--- src/rtl/pc_pkg.sv ---
// Shared types and defaults for the program-counter sequencer.
package pc_pkg;

    typedef enum logic [1:0] {
        RUN,
        HOLD,
        EXC
    } state_t;

    typedef enum logic [1:0] {
        SEL_SEQ,
        SEL_BR,
        SEL_J,
        SEL_JR
    } sel_t;

    localparam logic [31:0] DEFAULT_RESET_PC   = 32'h0000_0000;
    localparam logic [31:0] DEFAULT_EXC_VECTOR = 32'h8000_0180;

    // Redirect priority: register jump, then J-type, then taken branch.
    function automatic sel_t pick_sel(input logic is_jr,
                                      input logic is_jump,
                                      input logic branch_taken);
        if (is_jr)             return SEL_JR;
        else if (is_jump)      return SEL_J;
        else if (branch_taken) return SEL_BR;
        else                   return SEL_SEQ;
    endfunction

endpackage

--- src/rtl/pc_sequencer_if.sv ---
// Decode/control <-> PC sequencer connection.
interface pc_sequencer_if #(
    parameter int ADDR_W = 32
);
    logic              stall;
    logic [31:0]       instr;
    logic              branch_taken;
    logic              is_jump;
    logic              is_jr;
    logic [ADDR_W-1:0] jr_target;
    logic [ADDR_W-1:0] pc;
    logic [ADDR_W-1:0] pc_plus4;
    logic              redirect_pending;
    logic              exc_valid;
    logic [ADDR_W-1:0] epc;

    modport master (
        output stall, instr, branch_taken, is_jump, is_jr, jr_target,
        input  pc, pc_plus4, redirect_pending, exc_valid, epc
    );

    modport slave (
        input  stall, instr, branch_taken, is_jump, is_jr, jr_target,
        output pc, pc_plus4, redirect_pending, exc_valid, epc
    );
endinterface

--- src/rtl/pc_target_gen.sv ---
// Combinational next-address arithmetic for the PC sequencer.
module pc_target_gen #(
    parameter int ADDR_W = 32
) (
    input  logic [ADDR_W-1:0] pc,
    input  logic [25:0]       instr,      // opcode field is not needed here
    input  logic [ADDR_W-1:0] jr_target,
    output logic [ADDR_W-1:0] pc_plus4,
    output logic [ADDR_W-1:0] br_tgt,
    output logic [ADDR_W-1:0] j_tgt,
    output logic              misaligned
);

    logic [ADDR_W-1:0] br_offset;

    // Sequential, branch and J-type targets; all arithmetic wraps at ADDR_W.
    always_comb begin
        pc_plus4   = pc + ADDR_W'(4);
        br_offset  = {{(ADDR_W-18){instr[15]}}, instr[15:0], 2'b00};
        br_tgt     = pc_plus4 + br_offset;
        j_tgt      = {pc_plus4[ADDR_W-1:28], instr[25:0], 2'b00};
        misaligned = (jr_target[1:0] != 2'b00);
    end

endmodule

--- src/rtl/pc_sequencer.sv ---
// Program-counter register with stall buffering and misaligned-JR exception.
//
// state | meaning
// RUN   | normal fetch, pc advances or redirects when not stalled
// HOLD  | stalled with a redirect buffered in hold_q
// EXC   | one cycle after a misaligned JR; pc sits at the exception vector
module pc_sequencer
    import pc_pkg::*;
#(
    parameter int              ADDR_W     = 32,
    parameter logic [ADDR_W-1:0] RESET_PC   = ADDR_W'(DEFAULT_RESET_PC),
    parameter logic [ADDR_W-1:0] EXC_VECTOR = ADDR_W'(DEFAULT_EXC_VECTOR)
) (
    input  logic         clk,
    input  logic         rst_n,
    pc_sequencer_if.slave bus
);

    state_t            state;
    logic [ADDR_W-1:0] pc_q;
    logic [ADDR_W-1:0] hold_q;
    logic [ADDR_W-1:0] epc_q;
    logic              pending_q;
    logic              exc_q;

    logic [ADDR_W-1:0] pc_plus4;
    logic [ADDR_W-1:0] br_tgt;
    logic [ADDR_W-1:0] j_tgt;
    logic              jr_misaligned;
    sel_t              sel;
    logic              redirect;
    logic              misaligned;
    logic [ADDR_W-1:0] next_tgt;

    pc_target_gen #(.ADDR_W(ADDR_W)) u_target_gen (
        .pc         (pc_q),
        .instr      (bus.instr[25:0]),
        .jr_target  (bus.jr_target),
        .pc_plus4   (pc_plus4),
        .br_tgt     (br_tgt),
        .j_tgt      (j_tgt),
        .misaligned (jr_misaligned)
    );

    // Pick the winning target; alignment only matters when JR wins.
    always_comb begin
        sel        = pick_sel(bus.is_jr, bus.is_jump, bus.branch_taken);
        redirect   = (sel != SEL_SEQ);
        misaligned = (sel == SEL_JR) && jr_misaligned;
        case (sel)
            SEL_BR:  next_tgt = br_tgt;
            SEL_J:   next_tgt = j_tgt;
            SEL_JR:  next_tgt = bus.jr_target;
            default: next_tgt = pc_plus4;
        endcase
    end

    // Sequencer FSM with registered pc, epc, pending and exception flags.
    always_ff @(posedge clk or negedge rst_n) begin
        if (!rst_n) begin
            state     <= RUN;
            pc_q      <= RESET_PC;
            hold_q    <= '0;
            epc_q     <= '0;
            pending_q <= 1'b0;
            exc_q     <= 1'b0;
        end else begin
            exc_q <= 1'b0;
            case (state)
                RUN: begin
                    if (!bus.stall) begin
                        if (misaligned) begin
                            pc_q  <= EXC_VECTOR;
                            epc_q <= pc_q;
                            exc_q <= 1'b1;
                            state <= EXC;
                        end else begin
                            pc_q <= next_tgt;
                        end
                    end else if (redirect && !misaligned) begin
                        // A misaligned JR under stall is re-evaluated once stall drops.
                        hold_q    <= next_tgt;
                        pending_q <= 1'b1;
                        state     <= HOLD;
                    end
                end
                HOLD: begin
                    if (bus.stall) begin
                        if (redirect && !misaligned) begin
                            hold_q <= next_tgt;
                        end
                    end else begin
                        // Inputs this cycle belong to the held instruction.
                        pc_q      <= hold_q;
                        pending_q <= 1'b0;
                        state     <= RUN;
                    end
                end
                EXC: begin
                    state <= RUN;
                end
                default: begin
                    state <= RUN;
                end
            endcase
        end
    end

    assign bus.pc               = pc_q;
    assign bus.pc_plus4         = pc_plus4;
    assign bus.redirect_pending = pending_q;
    assign bus.exc_valid        = exc_q;
    assign bus.epc              = epc_q;

endmodule

--- src/flat_wrapper.sv ---
// flat-port wrapper written by rule: the top's interface ports become plain ports
module pc_sequencer_flat import pc_pkg::*;
#(
    parameter int              ADDR_W     = 32,
    parameter logic [ADDR_W-1:0] RESET_PC   = ADDR_W'(DEFAULT_RESET_PC),
    parameter logic [ADDR_W-1:0] EXC_VECTOR = ADDR_W'(DEFAULT_EXC_VECTOR)
)
  (clk, rst_n, bus_stall, bus_instr, bus_branch_taken, bus_is_jump, bus_is_jr, bus_jr_target, bus_pc, bus_pc_plus4, bus_redirect_pending, bus_exc_valid, bus_epc);
  pc_sequencer_if #(.ADDR_W(ADDR_W)) bus_i ();
  input  logic clk;
  input  logic rst_n;
  input wire logic [$bits(bus_i.stall)-1:0] bus_stall;
  input wire logic [$bits(bus_i.instr)-1:0] bus_instr;
  input wire logic [$bits(bus_i.branch_taken)-1:0] bus_branch_taken;
  input wire logic [$bits(bus_i.is_jump)-1:0] bus_is_jump;
  input wire logic [$bits(bus_i.is_jr)-1:0] bus_is_jr;
  input wire logic [$bits(bus_i.jr_target)-1:0] bus_jr_target;
  output wire logic [$bits(bus_i.pc)-1:0] bus_pc;
  output wire logic [$bits(bus_i.pc_plus4)-1:0] bus_pc_plus4;
  output wire logic [$bits(bus_i.redirect_pending)-1:0] bus_redirect_pending;
  output wire logic [$bits(bus_i.exc_valid)-1:0] bus_exc_valid;
  output wire logic [$bits(bus_i.epc)-1:0] bus_epc;
  assign bus_i.stall = bus_stall;
  assign bus_i.instr = bus_instr;
  assign bus_i.branch_taken = bus_branch_taken;
  assign bus_i.is_jump = bus_is_jump;
  assign bus_i.is_jr = bus_is_jr;
  assign bus_i.jr_target = bus_jr_target;
  assign bus_pc = bus_i.pc;
  assign bus_pc_plus4 = bus_i.pc_plus4;
  assign bus_redirect_pending = bus_i.redirect_pending;
  assign bus_exc_valid = bus_i.exc_valid;
  assign bus_epc = bus_i.epc;
  pc_sequencer #(.ADDR_W(ADDR_W), .RESET_PC(RESET_PC), .EXC_VECTOR(EXC_VECTOR)) u_core (.clk(clk), .rst_n(rst_n), .bus(bus_i));
endmodule
--- config.mk ---
export PLATFORM = sky130hd
export DESIGN_NAME = pc_sequencer_flat
export DESIGN_NICKNAME = d
export VERILOG_FILES = /design/src/rtl/pc_pkg.sv /design/src/rtl/pc_sequencer_if.sv /design/src/rtl/pc_target_gen.sv /design/src/rtl/pc_sequencer.sv /design/src/flat_wrapper.sv
export SDC_FILE = /design/constraint.sdc
export NUM_CORES = 1
export LEC_CHECK = 0
export ABC_AREA = 1
export CELL_PAD_IN_SITES_DETAIL_PLACEMENT = 0
export CELL_PAD_IN_SITES_GLOBAL_PLACEMENT = 1
export CORE_ASPECT_RATIO = 2
export CORE_MARGIN = 10
export CORE_UTILIZATION = 35
export DETAILED_ROUTE_END_ITERATION = 10
export PLACE_DENSITY = 0.84
export SLEW_MARGIN = 25
export SYNTH_ARGS = -nofsm -noshare
export SYNTH_HDL_FRONTEND = slang
export SYNTH_SLANG_ARGS = --single-unit
--- constraint.sdc ---
create_clock -name clk -period 4.4 [get_ports clk]
set_clock_uncertainty 0.2 [all_clocks]
set_input_delay 0.44 -clock clk [delete_from_list [all_inputs] [get_ports clk]]
set_output_delay 0.44 -clock clk [all_outputs]
set_load 0.005 [all_outputs]
=== Yosys cells after proc, flatten, opt, wreduce, memory -nomap -nowiden ===
Index checks and enable logic that the tools add are counted.

* Bits in registers: 100
* Bits of input ports: 70
* Word-level logic and storage cells: 52

* Add/subtract/negate cells: 2
* Equality and inequality tests: 10
* Mux-type cells: 20
* Bitwise gates (word level): 1
* Reduce and logical (&&, ||, !) cells: 13

{| class="wikitable"
|+ Operators with widths
! cell !! number
|-
| $mux W32 || 3
|-
| $pmux W32 S3 || 1
|-
| $pmux W32 S2 || 1
|-
| $add A32 B3 Y32 const B || 1
|-
| $add A32 B32 Y32 || 1
|-
| $mux W2 || 6
|-
| $reduce_and A3 Y1 || 4
|-
| $mux W1 || 7
|-
| $ne A2 B2 Y1 const B || 3
|-
| $ne A3 B2 Y1 const B || 2
|-
| $reduce_bool A2 Y1 || 3
|-
| $eq A2 B1 Y1 const B || 2
|-
| $eq A2 B2 Y1 const B || 2
|-
| $pmux W2 S2 || 1
|-
| $reduce_and A4 Y1 || 1
|-
| $logic_and A1 B1 Y1 || 2
|-
| $logic_not A2 Y1 || 1
|-
| $ne A2 B1 Y1 const B || 1
|-
| $pmux W1 S2 || 1
|-
| $reduce_or A2 Y1 || 1
|-
| $logic_not A1 Y1 || 1
|-
| $not A1 Y1 || 1
|}

=== Depth between registers and ports, before layout ===
* Depth after elaboration: 10
* Depth in mapped cells: 24
* Mapped depth without buffers: 24

=== Hierarchy ===
Synthesis repeated with hierarchy kept, for this count alone.

* Cells, all modules: 1,276
* Area, all modules: 8,398.1 um2

{| class="wikitable"
|+ Modules (own cells, without submodules)
! module !! instances !! cells each !! area each (um2) !! sequential area each (um2)
|-
| pc_sequencer || 1 || 714 || 5,308.8 || 2,502.4
|-
| pc_target_gen || 1 || 562 || 3,089.2 || 0.0
|}

=== Worst setup path before layout ===
Ideal clock, no wire load.

* Kind: register to register
* From: register u_core.pc_q[3], in the netlist u_core.bus.pc[3]
* To: register u_core.hold_q[31]
* Library setup time: 117 ps
* Arrival time: 2,468 ps
* Data required time: 4,083 ps
* Slack: 1,615 ps
* Stages on the path, launching flop included: 19
* Path buffers: 0
* Period minus slack after synthesis: 2,785 ps
* Cells stage by stage: dfrtp_1 > ha_1 > nand2_1 > inv_1 > nand4_2 > inv_2 > nand3_2 > xor2_1 > ha_1 > nand2_1 > nand2_1 > a21oi_1 > nand2_1 > a21oi_1 > nand4_1 > nand3_2 > nand3_1 > nand2_1 > o21ai_2

* Longest elaborated chain between the ends: 3

{| class="wikitable"
|+ RTL lines
! item !! RTL line !! RTL
|-
| start, declared || pc_sequencer.sv:20 || <nowiki>logic [ADDR_W-1:0] pc_q;</nowiki>
|-
| start signal, assigned || pc_sequencer.sv:78 || <nowiki>pc_q <= next_tgt;</nowiki>
|-
| start signal, assigned || pc_sequencer.sv:94 || <nowiki>pc_q <= hold_q;</nowiki>
|-
| $add A32 B3 Y32 || pc_target_gen.sv:18 || <nowiki>pc_plus4 = pc + ADDR_W'(4);</nowiki>
|-
| via bus_pc_plus4[20] || flat_wrapper.sv:19 || <nowiki>output wire logic [$bits(bus_i.pc_plus4)-1:0] bus_pc_plus4;</nowiki>
|-
| $add A32 B32 Y32 || pc_target_gen.sv:20 || <nowiki>br_tgt = pc_plus4 + br_offset;</nowiki>
|-
| $pmux W32 S3 || pc_sequencer.sv:50 || <nowiki>case (sel)</nowiki>
|-
| end signal, assigned || pc_sequencer.sv:82 || <nowiki>hold_q <= next_tgt;</nowiki>
|-
| end signal, assigned || pc_sequencer.sv:90 || <nowiki>hold_q <= next_tgt;</nowiki>
|-
| end, declared || pc_sequencer.sv:21 || <nowiki>logic [ADDR_W-1:0] hold_q;</nowiki>
|}

The timed path passes the listed nets, and every way through them passes these cells.
A chain may end at the register's enable or synchronous reset.

=== Final worst setup path ===
* From: register u_core.pc_q[2], in the netlist u_core.bus.pc[2]
* To: register u_core.pc_q[16], in the netlist u_core.bus.pc[16]

* Longest elaborated chain between the ends: 6

{| class="wikitable"
|+ RTL lines
! item !! RTL line !! RTL
|-
| $add A32 B3 Y32 * || pc_target_gen.sv:18 ||
|-
| $add A32 B32 Y32 || pc_target_gen.sv:20 ||
|-
| $pmux W32 S3 * || pc_sequencer.sv:50 ||
|-
| $mux W32 * || pc_sequencer.sv:72 || <nowiki>if (misaligned) begin</nowiki>
|-
| $mux W32 * || pc_sequencer.sv:71 || <nowiki>if (!bus.stall) begin</nowiki>
|-
| $pmux W32 S2 * || pc_sequencer.sv:69 || <nowiki>case (state)</nowiki>
|}

Every way passes the cells marked *; elsewhere a longest branch is shown, timed or not. The select of a mux whose other input is x is not followed.

==> results.cfg <==
[timing]
period_minus_slack_ps = 3870
fmax_ghz = 0.258
hold_viol = 0
setup_violations = 0
rsz0062_at_grt = no
fin_crit_sh = 0.879
tns_ps = 0
max_slew_margin = 0.384
drv_slew = 0
worst_pin_slew_ps = 923

[cells_and_area]
drive_gt1_frac = 0.0580
multi_input_area_mm2 = 0.00454
mostFrequentLayoutCell = nand2_1
fillers = 2348
area_growth_pct = 27.5
final_cell_mix = nand2_1 (400), inv_1 (195), clkdlybuf4s50_1 (160)
seqCellArea_mm2 = 0.00250
finalCoreUtilization = 0.450
fin_nets = 1484

[clock_tree]
clkSinkCount = 100
clock_latency_ps = 360
cts_setup_buffers = 0
cts_root_buf = clkbuf_16
tritoncts = yes
ctsHoldBuffers = 0
clock_path_buffers = 2
htree_levels = 3
cts_made_buffers = 9
cts_resized = 0
clk_pin_slew_worst_paths_ps = 70

[worst_setup_path]
critPathMaxFanout = 6
slowest_delay_ps = 370
cp_common_cell = nand2_1
crit_slowest_cell = dfrtp_1
crit_type = reg2reg
reg2reg_from = u_core.bus.pc[2]
path_cells = inv_1 -> nor2_4 -> nand2_1 -> nor2_2 -> xor2_1 -> inv_1 -> ha_1 -> nand2_1 -> nor2_1 -> nand3_1 -> nand3_1 -> nand2_1 -> nand2_1 -> nand2_1 -> nand3_1 -> nand3b_1 -> a21oi_1 -> nor2_1
end_kind = flop
crit_start = u_core.bus.pc[2]
startpoint_type = flop
crit_required_ps = 4450
critPathArrivalTime_ps = 3920
reg2reg_depth = 18

[logic_synthesis]
yosysSeqAreaShare = 0.314
synth_top_family_by_area = simple AND/OR/NAND/NOR gates
yosys_warnings = 0
synth-xor-area-share = 0.0198
synthSimpleGateAreaFrac = 0.352
synth_mux_area_frac = 0
ys_seq_elements = 100
synth_ff_type = dfrtp_1
syn_nets = 1335
avgSynthCellArea_um2 = 6.48
synthDominantCellAreaShare = 0.314
syn-cell-area_mm2 = 0.00796
synth_compound_area_frac = 0.138
syn-instance-count = 1228
synth_edf_count = 0
netlist_top_cells_area = dfrtp_1 (31%), nand2_1 (19%), inv_1 (9.2%)
synthArstFlopShare = 1.00
ys_types = 43
synth_fa_ha_area_frac = 0.0591
post-synth-top-area-cell = dfrtp_1

[min_path]
min_from = u_core.bus.epc[6]
hold_class = reg2reg
whs_path_depth = 2

[floorplanning]
initial_core_util = 0.353
die_w_um = 127
pin_count = 168
core_area_mm2 = 0.0225
rows = 78
dieArea_mm2 = 0.0295
die_y_um = 233

[routing]
vias = 8348
drt_first_pass_iters = 5
wire_per_inst_um = 18.5
ant_nets = 0
wirelength_mm = 30.7
drc_errors = 0
drt_iter0_drc = 551
vias_per_cell = 5.03

[place]
dp_hpwl_mm = 25.1
place.gp.congestion = 0.915
io_buffers = 161

[flow_run]
drv_cap = 0

[grt]
grt_pass1_wl_mm = 47.5
grt_pass1_vias = 8680
grt_antenna_before_repair = 1
grt_max_degree = 78
overflow = 0
grtUsageTotal = 0.206

[power_and_ir_drop]
peakVddDrop_v = 0.000395
p_per_area_mw_per_mm2 = 431
leakagePower_nw = 4.99

[status]
status = complete, no violations
[cells in the mapped netlist, types with 2 or more instances]
cell type	number
nand3_2	6
o21bai_1	5
xor2_1	18
o2111ai_1	4
a22o_1	14
a21oi_1	55
nor2_2	13
nor2_4	3
nor3_1	9
inv_1	195
and2_1	4
a221oi_1	3
buf_4	5
buf_2	10
clkbuf_2	2
nand2_1	401
clkbuf_1	18
inv_2	7
nand4_1	18
nand2_2	4
nand3b_1	14
o211ai_1	2
a21oi_2	4
o21a_1	2
nor2_1	88
o21ai_0	94
or2_2	3
dfrtp_1	100
nand3_1	63
nor3_2	7
o21ai_1	10
ha_1	36
[path summary, 6_finish.rpt]
path | end | slack, ps
worst max-delay path | u_core.bus.pc[16] | 530
worst min-delay path | u_core.bus.epc[6] | 280
worst max register to register | u_core.bus.pc[16] | 530
worst min register to register | u_core.bus.epc[6] | 280
max in group asynchronous | u_core.hold_q[12] | 2710
min in group asynchronous | u_core.bus.epc[3] | 480
[logic make-up (layout without fill, tap and decap cells)]
logic type | count (synthesis) | after routing
adder cells (fa/ha/maj) | 37 | 37
other | 0 | 1
AND/OR/NAND/NOR | 640 | 640
buffers and inverters | 238 | 390
XOR/XNOR | 18 | 18
flip-flops | 100 | 100
AO/OA/AOI/OAI | 195 | 195
[power by group]
group	switching (W)	total (W)	internal, W
registers	0.000205	0.00137	0.00117
clock network	0.000337	0.000802	0.000465
logic	0.00126	0.00221	0.000946
[flip-flops by register name (all words and copies together), names as in the netlist]
signal	flops
u_core.bus.exc_valid	1
u_core.state	2
u_core.bus.epc	32
u_core.bus.redirect_pending	1
u_core.bus.pc	32
u_core.hold_q	32
[per-layer routing]
layer	part of all wire	global-route usage	wire [um]
met1	0.36	0.206	11000
met2	0.53	0.383	16400
met3	0.043	0.0309	1330
met4	0.062	0.131	1920
met5	0	0	0
[metrics by stage]
step	setup slack, ps	power [W]	hold slack, ps	area (um^2)	std cells
2_1_floorplan	1620	0.00252	-55.6	7960	1228
3_3_place_gp	663	0.00357	265	9840	1644
3_5_place_dp	637	0.00360	274	9840	1644
4_1_cts	630	0.00442	70.6	10100	1658
5_1_grt	374	0.00473	312	10200	1661
6_report	531	0.00438	283	10200	1661
[worst max-delay path, delay by kind of cell, from the launching register on]
family,cells,cell delay [ps]
AO/OA/AOI/OAI,1,190
XOR/XNOR,1,190
adder cells (fa/ha/maj),1,360
buffers and inverters,2,250
flip-flops,1,370
AND/OR/NAND/NOR,13,2180
[area by class of cell]
type                            instances  area share
Antenna cell                            1    0.000246
Clock buffer                           12      0.0253
Clock inverter                          2     0.00345
Inverter                              202      0.0747
Multi-Input combinational cell        890       0.447
Sequential cell                       100       0.246
Tap cell                              280      0.0345
Timing Repair Buffer                  174       0.169
Power figures use the tool's default switching activity.
